==> src/rtl/md5_block_core.sv <==
// Iterative MD5 compression for one 512-bit block: STEPS_PER_CYCLE rounds per clock
// through a combinational step chain, then an optional Davies-Meyer feed-forward.
module md5_block_core #(
  parameter int STEPS_PER_CYCLE = 1,
  parameter bit FINAL_ADD       = 1'b1
) (
  input  logic         clk,
  input  logic         reset,
  input  logic         in_valid,
  output logic         in_ready,
  input  logic [511:0] in_block,
  input  logic [127:0] in_chain,
  output logic         out_valid,
  input  logic         out_ready,
  output logic [127:0] out_state,
  output logic         busy
);

  localparam int         S         = STEPS_PER_CYCLE;
  localparam logic [5:0] STEP_INC  = 6'(S);
  localparam logic [5:0] LAST_STEP = 6'(64 - S);

  generate
    if (S != 1 && S != 2 && S != 4 && S != 8 && S != 16) begin : g_bad_steps
      $error("md5_block_core: STEPS_PER_CYCLE must be 1, 2, 4, 8 or 16");
    end
  endgenerate

  typedef enum logic [1:0] {IDLE, RUN, DONE} state_t;

  function automatic logic [31:0] md5_t(input logic [5:0] i);
    logic [31:0] t;
    t = '0;
    case (i)
      6'd0:  t = 32'hd76aa478; 6'd1:  t = 32'he8c7b756; 6'd2:  t = 32'h242070db; 6'd3:  t = 32'hc1bdceee;
      6'd4:  t = 32'hf57c0faf; 6'd5:  t = 32'h4787c62a; 6'd6:  t = 32'ha8304613; 6'd7:  t = 32'hfd469501;
      6'd8:  t = 32'h698098d8; 6'd9:  t = 32'h8b44f7af; 6'd10: t = 32'hffff5bb1; 6'd11: t = 32'h895cd7be;
      6'd12: t = 32'h6b901122; 6'd13: t = 32'hfd987193; 6'd14: t = 32'ha679438e; 6'd15: t = 32'h49b40821;
      6'd16: t = 32'hf61e2562; 6'd17: t = 32'hc040b340; 6'd18: t = 32'h265e5a51; 6'd19: t = 32'he9b6c7aa;
      6'd20: t = 32'hd62f105d; 6'd21: t = 32'h02441453; 6'd22: t = 32'hd8a1e681; 6'd23: t = 32'he7d3fbc8;
      6'd24: t = 32'h21e1cde6; 6'd25: t = 32'hc33707d6; 6'd26: t = 32'hf4d50d87; 6'd27: t = 32'h455a14ed;
      6'd28: t = 32'ha9e3e905; 6'd29: t = 32'hfcefa3f8; 6'd30: t = 32'h676f02d9; 6'd31: t = 32'h8d2a4c8a;
      6'd32: t = 32'hfffa3942; 6'd33: t = 32'h8771f681; 6'd34: t = 32'h6d9d6122; 6'd35: t = 32'hfde5380c;
      6'd36: t = 32'ha4beea44; 6'd37: t = 32'h4bdecfa9; 6'd38: t = 32'hf6bb4b60; 6'd39: t = 32'hbebfbc70;
      6'd40: t = 32'h289b7ec6; 6'd41: t = 32'heaa127fa; 6'd42: t = 32'hd4ef3085; 6'd43: t = 32'h04881d05;
      6'd44: t = 32'hd9d4d039; 6'd45: t = 32'he6db99e5; 6'd46: t = 32'h1fa27cf8; 6'd47: t = 32'hc4ac5665;
      6'd48: t = 32'hf4292244; 6'd49: t = 32'h432aff97; 6'd50: t = 32'hab9423a7; 6'd51: t = 32'hfc93a039;
      6'd52: t = 32'h655b59c3; 6'd53: t = 32'h8f0ccc92; 6'd54: t = 32'hffeff47d; 6'd55: t = 32'h85845dd1;
      6'd56: t = 32'h6fa87e4f; 6'd57: t = 32'hfe2ce6e0; 6'd58: t = 32'ha3014314; 6'd59: t = 32'h4e0811a1;
      6'd60: t = 32'hf7537e82; 6'd61: t = 32'hbd3af235; 6'd62: t = 32'h2ad7d2bb; 6'd63: t = 32'heb86d391;
    endcase
    return t;
  endfunction

  // Rotation amount depends only on the round and the step position within a group of four.
  function automatic logic [4:0] md5_s(input logic [5:0] i);
    logic [4:0] s;
    s = '0;
    case ({i[5:4], i[1:0]})
      4'h0: s = 5'd7;  4'h1: s = 5'd12; 4'h2: s = 5'd17; 4'h3: s = 5'd22;
      4'h4: s = 5'd5;  4'h5: s = 5'd9;  4'h6: s = 5'd14; 4'h7: s = 5'd20;
      4'h8: s = 5'd4;  4'h9: s = 5'd11; 4'ha: s = 5'd16; 4'hb: s = 5'd23;
      4'hc: s = 5'd6;  4'hd: s = 5'd10; 4'he: s = 5'd15; 4'hf: s = 5'd21;
    endcase
    return s;
  endfunction

  function automatic logic [31:0] rotl(input logic [31:0] x, input logic [4:0] s);
    return (x << s) | (x >> (6'd32 - {1'b0, s}));
  endfunction

  // One MD5 step on packed {D,C,B,A}; returns the rotated register set in the same packing.
  function automatic logic [127:0] md5_step(input logic [127:0] abcd, input logic [5:0] i,
                                            input logic [511:0] blk);
    logic [31:0] a, b, c, d, f, m, sum;
    logic [3:0]  g;
    a = abcd[31:0];
    b = abcd[63:32];
    c = abcd[95:64];
    d = abcd[127:96];
    f = '0;
    g = '0;
    case (i[5:4])
      2'd0: begin f = (b & c) | (~b & d); g = i[3:0]; end
      2'd1: begin f = (b & d) | (c & ~d); g = i[3:0] * 4'd5 + 4'd1; end
      2'd2: begin f = b ^ c ^ d;          g = i[3:0] * 4'd3 + 4'd5; end
      2'd3: begin f = c ^ (b | ~d);       g = i[3:0] * 4'd7; end
    endcase
    m   = blk[{g, 5'd0} +: 32];
    sum = a + f + m + md5_t(i);
    return {c, b, b + rotl(sum, md5_s(i)), d};
  endfunction

  function automatic logic [127:0] add_words(input logic [127:0] x, input logic [127:0] y);
    logic [127:0] r;
    for (int w = 0; w < 4; w++) r[32*w +: 32] = x[32*w +: 32] + y[32*w +: 32];
    return r;
  endfunction

  state_t       state_q, state_d;
  logic [5:0]   step_q, step_d;
  logic [127:0] abcd_q, abcd_d;
  logic [127:0] chain_q, chain_d;
  logic [511:0] block_q, block_d;
  logic [127:0] out_state_q, out_state_d;
  logic         out_valid_q, out_valid_d;
  logic         busy_q, busy_d;
  logic [127:0] round_res;
  logic [127:0] final_res;

  // Combinational step chain: steps step_q .. step_q+S-1 in order
  always_comb begin
    round_res = abcd_q;
    for (int k = 0; k < S; k++) round_res = md5_step(round_res, step_q + 6'(k), block_q);
    final_res = FINAL_ADD ? add_words(chain_q, round_res) : round_res;
  end

  assign in_ready = (state_q == IDLE) && !reset;

  always_comb begin
    state_d     = state_q;
    step_d      = step_q;
    abcd_d      = abcd_q;
    chain_d     = chain_q;
    block_d     = block_q;
    out_state_d = out_state_q;
    out_valid_d = out_valid_q;
    busy_d      = busy_q;
    case (state_q)
      IDLE: begin
        if (in_valid && in_ready) begin
          abcd_d  = in_chain;
          chain_d = in_chain;
          block_d = in_block;
          step_d  = '0;
          state_d = RUN;
          busy_d  = 1'b1;
        end
      end
      RUN: begin
        abcd_d = round_res;
        step_d = step_q + STEP_INC;
        if (step_q == LAST_STEP) begin
          out_state_d = final_res;
          out_valid_d = 1'b1;
          state_d     = DONE;
        end
      end
      DONE: begin
        if (out_ready) begin
          out_valid_d = 1'b0;
          state_d     = IDLE;
          busy_d      = 1'b0;
        end
      end
      default: state_d = IDLE;
    endcase
  end

  // Control and output state are reset; working data registers are not
  always_ff @(posedge clk) begin
    if (reset) begin
      state_q     <= IDLE;
      step_q      <= '0;
      out_valid_q <= 1'b0;
      busy_q      <= 1'b0;
      out_state_q <= '0;
    end else begin
      state_q     <= state_d;
      step_q      <= step_d;
      out_valid_q <= out_valid_d;
      busy_q      <= busy_d;
      out_state_q <= out_state_d;
    end
    abcd_q  <= abcd_d;
    chain_q <= chain_d;
    block_q <= block_d;
  end

  assign out_valid = out_valid_q;
  assign out_state = out_state_q;
  assign busy      = busy_q;

endmodule

==> config.mk <==
export PLATFORM = sky130hd
export DESIGN_NAME = md5_block_core
export DESIGN_NICKNAME = d
export VERILOG_FILES = /design/src/rtl/md5_block_core.sv
export SDC_FILE = /design/constraint.sdc
export NUM_CORES = 2
export LEC_CHECK = 0
export ABC_AREA = 1
export CAP_MARGIN = 20
export CORE_UTILIZATION = 44
export DETAILED_ROUTE_END_ITERATION = 12
export PLACE_DENSITY = 0.67
export SYNTH_ARGS = -nofsm -noshare
export SYNTH_HDL_FRONTEND = slang
export SYNTH_SLANG_ARGS = --single-unit
==> constraint.sdc <==
create_clock -name clk -period 20.1 [get_ports clk]
set_clock_uncertainty 0.05 [all_clocks]
set_input_delay 2.01 -clock clk [delete_from_list [all_inputs] [get_ports clk]]
set_output_delay 2.01 -clock clk [all_outputs]
set_load 0.01 [all_outputs]
Word-level counts from Yosys, hierarchy flattened
Memory sizes are Yosys's and may differ from the RTL's. A register that Yosys moved wholly into a read port is not among the register bits.
Cells that the tools add are included.

word-level totals
  register bits after elaboration = 906
  ROM bits = 2,128
  input bits = 644
  output and inout bits = 131
  word-level logic and storage cells = 83
  memories kept = 2

operators by class
  $add $sub $neg = 12
  multiply operators = 3
  eq/ne operators = 9
  shifts and indexed selects = 3
  mux-type cells = 19
  bitwise gates (word level) = 13
  reduce and logical (&&, ||, !) cells = 14

memories
  name             depth  bits a word  read ports  clocked after memory_dff  wr ports  line  text
  (no name shown)  64     32           1           1                         0         34    case (i)
  (no name shown)  16     5            1           1                         0         59    case ({i[5:4], i[1:0]})

operators by type and width
  operator                                          count
  indexed part select 512 x 10 -> 32 bit            1
  adder 32 bit                                      8
  one-hot mux 128 bit (2 select lines)              1
  AND 32 bit                                        4
  2-to-1 mux 128 bit                                1
  bitwise OR 32 bit                                 4
  one-hot mux 32 bit (4 select lines)               1
  bitwise XOR 32 bit                                3
  inverter 32 bit                                   2
  << shifter 32 x 5 -> 32 bit                       1
  >> shifter 32 x 6 -> 32 bit                       1
  2-to-1 mux 6 bit                                  3
  one-hot mux 4 bit (4 select lines)                1
  one-hot mux 6 bit (2 select lines)                1
  AND reduction 3 bit                               3
  multiplier 4 x 3 -> 4 bit, second input constant  2
  2-to-1 mux 4 bit                                  2
  adder 6 x 1 -> 6 bit, second input constant       1
  equality test 2 bit, second input constant        3
  equality test 6 bit, second input constant        1
  2-to-1 mux 2 bit                                  3
  one-hot mux 2 bit (3 select lines)                1
  AND reduction 2 bit                               3
  nonzero test 2 bit                                3
  other kinds (12)                                  19

Logic depth before layout (Yosys ltp)
  word-level depth = 11
  gate-level depth with buffers = 73
  mapped depth without buffers = 71

Least setup slack after synthesis
OpenSTA, ideal clock, no wires.

  path kind = input -> register
  from = in reset
  to = reg block_q[0], enable pin
  setup time = 0.982 ns
  arrival time = 14.960 ns
  required time = 19.068 ns
  setup slack = 4.108 ns
  stages = 4
  buffers on the path = 1
  cell sequence = buf_2 -> nor3_1 -> nand2_1 -> inv_1

between the ends
  cells in the longest elaborated chain, start to end = 4

RTL lines
  what                                  line  text
  start: declaration                    8     input logic reset,
  zero test 1 bit                       118   assign in_ready = (state_q == IDLE) && !reset;
  logical AND 1 bit                     118
  named net in_ready                    10    output logic in_ready,
  logical AND 1 bit                     131   if (in_valid && in_ready) begin
  AND reduction 2 bit (no source line)  --
  end signal: assignment                177   block_q <= block_d;
  end: declaration                      104   logic [511:0] block_q, block_d;

The timed path passes the listed nets, and every way through them passes these cells.
A chain may end at the register's enable or synchronous reset.

Final worst setup path
  from = reg step_q[4]
  to = reg out_state_q[63] (netlist: out_state[63])

between the ends
  cells in the longest elaborated chain, start to end = 9
  elaborated cells between the ends (all ways) = 17
  those cells by class = 5 x add/sub; 4 x eq/ne; 3 x shift; 2 x mux; 1 x bitwise; 2 x reduce/logical

RTL lines
  what                                                                                              line    text
  start: declaration                                                                                101     logic [5:0] step_q, step_d;
  start signal: assignment                                                                          170     step_q <= step_d;
  equality test 2 bit (tied with other cells)                                                       83      case (i[5:4])
  one-hot mux 4 bit (4 select lines) / one-hot mux 32 bit (4 select lines) (equally long branches)  83
  indexed part select 512 x 10 -> 32 bit / adder 32 bit (equally long branches)                     89, 90
  adder 32 bit (2 in series)                                                                        90      sum = a + f + m + md5_t(i);
  >> shifter 32 x 6 -> 32 bit / << shifter 32 x 5 -> 32 bit (equally long branches)                 69      return (x << s) | (x >> (6'd32 - {1'b0, s}));
  bitwise OR 32 bit                                                                                 69
  adder 32 bit                                                                                      91      return {c, b, b + rotl(sum, md5_s(i)), d};
  adder 32 bit                                                                                      96      for (int w = 0; w < 4; w++) r[32*w +: 32] = x[32*w +: 32] + y[32*w +: 32];
  end signal: assignment                                                                            173     out_state_q <= out_state_d;
  end: declaration                                                                                  105     logic [127:0] out_state_q, out_state_d;

Several ways; a longest one is shown, not always the timed one.

==> run summary <==
vias in the first global route = 46.70k
CP max stage delay = 0.76 ns
fin nets = 7788
Detailed Routing Iterations Pass 1 = 8
Slew Limit Fails = 0
placed inst area = 0.06368 mm2
flop2flop setup slack = 6.23 ns
post-route clock period utilization = 69.00%
Clock Sinks = 943
fin crit period = 13.87 ns
Routed met3 length = 17050 um
CTS tree = done
Slowest-stage cell, CP = buf_4
Final Wtd Congestion = 0.9818
CP startpoint kind = flop
status = finished clean
CTS Hold Bufs = 0
global-route wire length before repair = 319200 um
Worst R2R End = out_state[63]
wire length on met1 = 90160 um
crit path buf inv count = 10
Max IR drop VDD = 0.2441 mV
Post-synth EDFFs = 768
post_cts resized = 0
TritonCTS buffer count = 101
die area = 0.1249 mm2
row cnt = 128
final hold viol count = 0
Crit. End Element = flop
syn nets = 7113
cell mode on critical path = nand2_1
largest fanout on the critical path = 123
register bit total from synthesis = 943
most frequent cells in the layout = nand2_1, nor2_1, clkdlybuf4s50_1
overall power = 13.04 mW
Die Wd = 353.5 um
crit path capture = out_state[63]
met2 wire length = 106000 um
core area = 0.1222 mm2
clock latency on the worst-skew pair = 0.73 ns
LEAKAGE = 27.40 nW
CP delay by family, top = simple AND/OR/NAND/NOR gates
RSZ-0062 raised after global routing = false
Detail Placement HPWL = 174700 um
final wirelength = 224600 um
wire per inst = 26.22 um
share of flip-flops with an asynchronous set or reset = 0%
pwr dens = 194.2 mW/mm2
Synth area leaders = edfxtp_1, nand2_1, dfxtp_1
root buffer cell = clkbuf_16
area delta synth->final = 23.48%
setup TNS = 0 ns
# setup viols final = 0
1st-iter DRT viols = 5328
Ports = 775
Die H = 353.5 um
crit path kind = flop to flop
worst hold path type = flop to flop
Worst R2R Start = step_q[4]
initial core utilization = 44.48%
Worst Path Arrival = 14.43 ns
H-tree levels = 3
I/O Buffers = 774
Reg clk slew, reported paths = 0.06 ns
GRT overflow = 0
layout cells sized above 1 = 3.801%
number of max-cap violations = 0
post-CTS setup buffers = 0
Post-Syn Instances = 6158
most common cell after layout, fill and taps aside = nand2_1
routed via count = 49.03k
DRC Markers = 0
Synth top area share = 42.43%
Worst path depth = 62
synthesized area per cell = 8.827 um2
Most used DFF post-synth = edfxtp_1
Worst EP required = 20.66 ns
clk buf depth = 3
sequential element share of the synthesized area = 48.87%
Fmax = 0.07210 GHz
DR top layer = met5
CP Launch Point = step_q[4]
Final Cell Area = 0.06712 mm2
Slew headroom = 26.25%
Cell Area, Synth = 0.05436 mm2
initial antenna violation count = 45
Yosys cell types = 67
Post-DRT Antenna Nets = 0
worst-margin pin slew = 1.095 ns
Tot GR Track Use = 34.98%
path depth of the worst reg2reg path = 62
Ys Warns = 0
vias per cell = 5.724
pin count of the biggest net entering global routing = 178
area leader, netlist = edfxtp_1
[cell usage after synthesis, drive strengths merged (45+ instances only)]
cell type  number
nand2         995
nor2          913
edfxtp        768
inv           678
o21ai         598
a21oi         310
nand3         287
ha            242
clkbuf        214
dfxtp         175
xor2          110
o211ai        106
xnor2          79
nor3           70
o311ai         70
fa             69
o32ai          65
buf            54
o22ai          45
[worst min path at each step]
stage               startpoint   endpoint  cells past startpoint
floorplan            out_valid  out_valid                      2
global placement     out_valid  out_valid                      2
detailed placement   out_valid  out_valid                      2
CTS                       busy       busy                      2
global route              busy       busy                      2
finish                    busy       busy                      2
[area by class of cell]
cell class | count | area (um2)
Antenna cell | 21 | 52.55
Clock buffer | 138 | 2790
Clock inverter | 51 | 569.3
Fill cell | 11100 | 55080
Inverter | 682 | 2581
Multi-Input combinational cell | 4265 | 24240
Sequential cell | 943 | 26570
Tap cell | 1625 | 2033
Timing Repair Buffer | 840 | 8285
[flip-flops by register name (all words and copies together), names as in the netlist, named ones only]
register / cells
state_q: 2
abcd_q: 128
out_valid: 1
block_q: 512
step_q: 6
out_state: 128
chain_q: 128
busy: 1
[metal layers]
metal	vias to the layer above	track usage (%)
li1	22680	-
met1	23460	45.49
met2	2464	57.30
met3	395	5.160
met4	32	16.71
met5	-	0
[report_power, final]
part	total [mW]	switching (mW)	internal [mW]
Combinational	8.61	5.86	2.75
Clock	1.90	0.830	1.07
Sequential	2.52	0.224	2.30
[worst reg2reg max path, delay by kind of cell (launching register included)]
family	cells	cell delay (ns)
xor+xnor	1	0.28
fa+ha+maj	6	2.25
buf+inv	10	2.28
compound gates	17	3.85
simple gates	28	4.62
flops	1	0.44
[through the flow]
stage          cells  hold slack (ns)  util (%)  setup slack [ns]
2_1_floorplan   6158           0.4375         -             4.108
3_3_place_gp    8349           0.4058     52.09             6.776
3_5_place_dp    8354           0.4141     52.11             6.505
4_1_cts         8543           0.4236     54.86             6.443
5_1_grt         8562           0.4515     54.92             5.324
6_report        8565           0.4186     54.93             6.230
[logic make-up (layout without fill, tap and decap cells)]
| group | Yosys count | after routing | synth area share, % |
|---|---|---|---|
| other | 0 | 21 | 0 |
| adders and majority gates | 311 | 311 | 8.112 |
| AOI/OAI and AO/OA | 1409 | 1409 | 15.58 |
| DFF | 943 | 943 | 48.87 |
| xor gates and xnor gates | 190 | 190 | 3.089 |
| buffers and inverters | 950 | 1711 | 6.627 |
| and+or+nand+nor | 2349 | 2349 | 17.61 |
| muxes | 6 | 6 | 0.1105 |
Power figures use the tool's default switching activity.
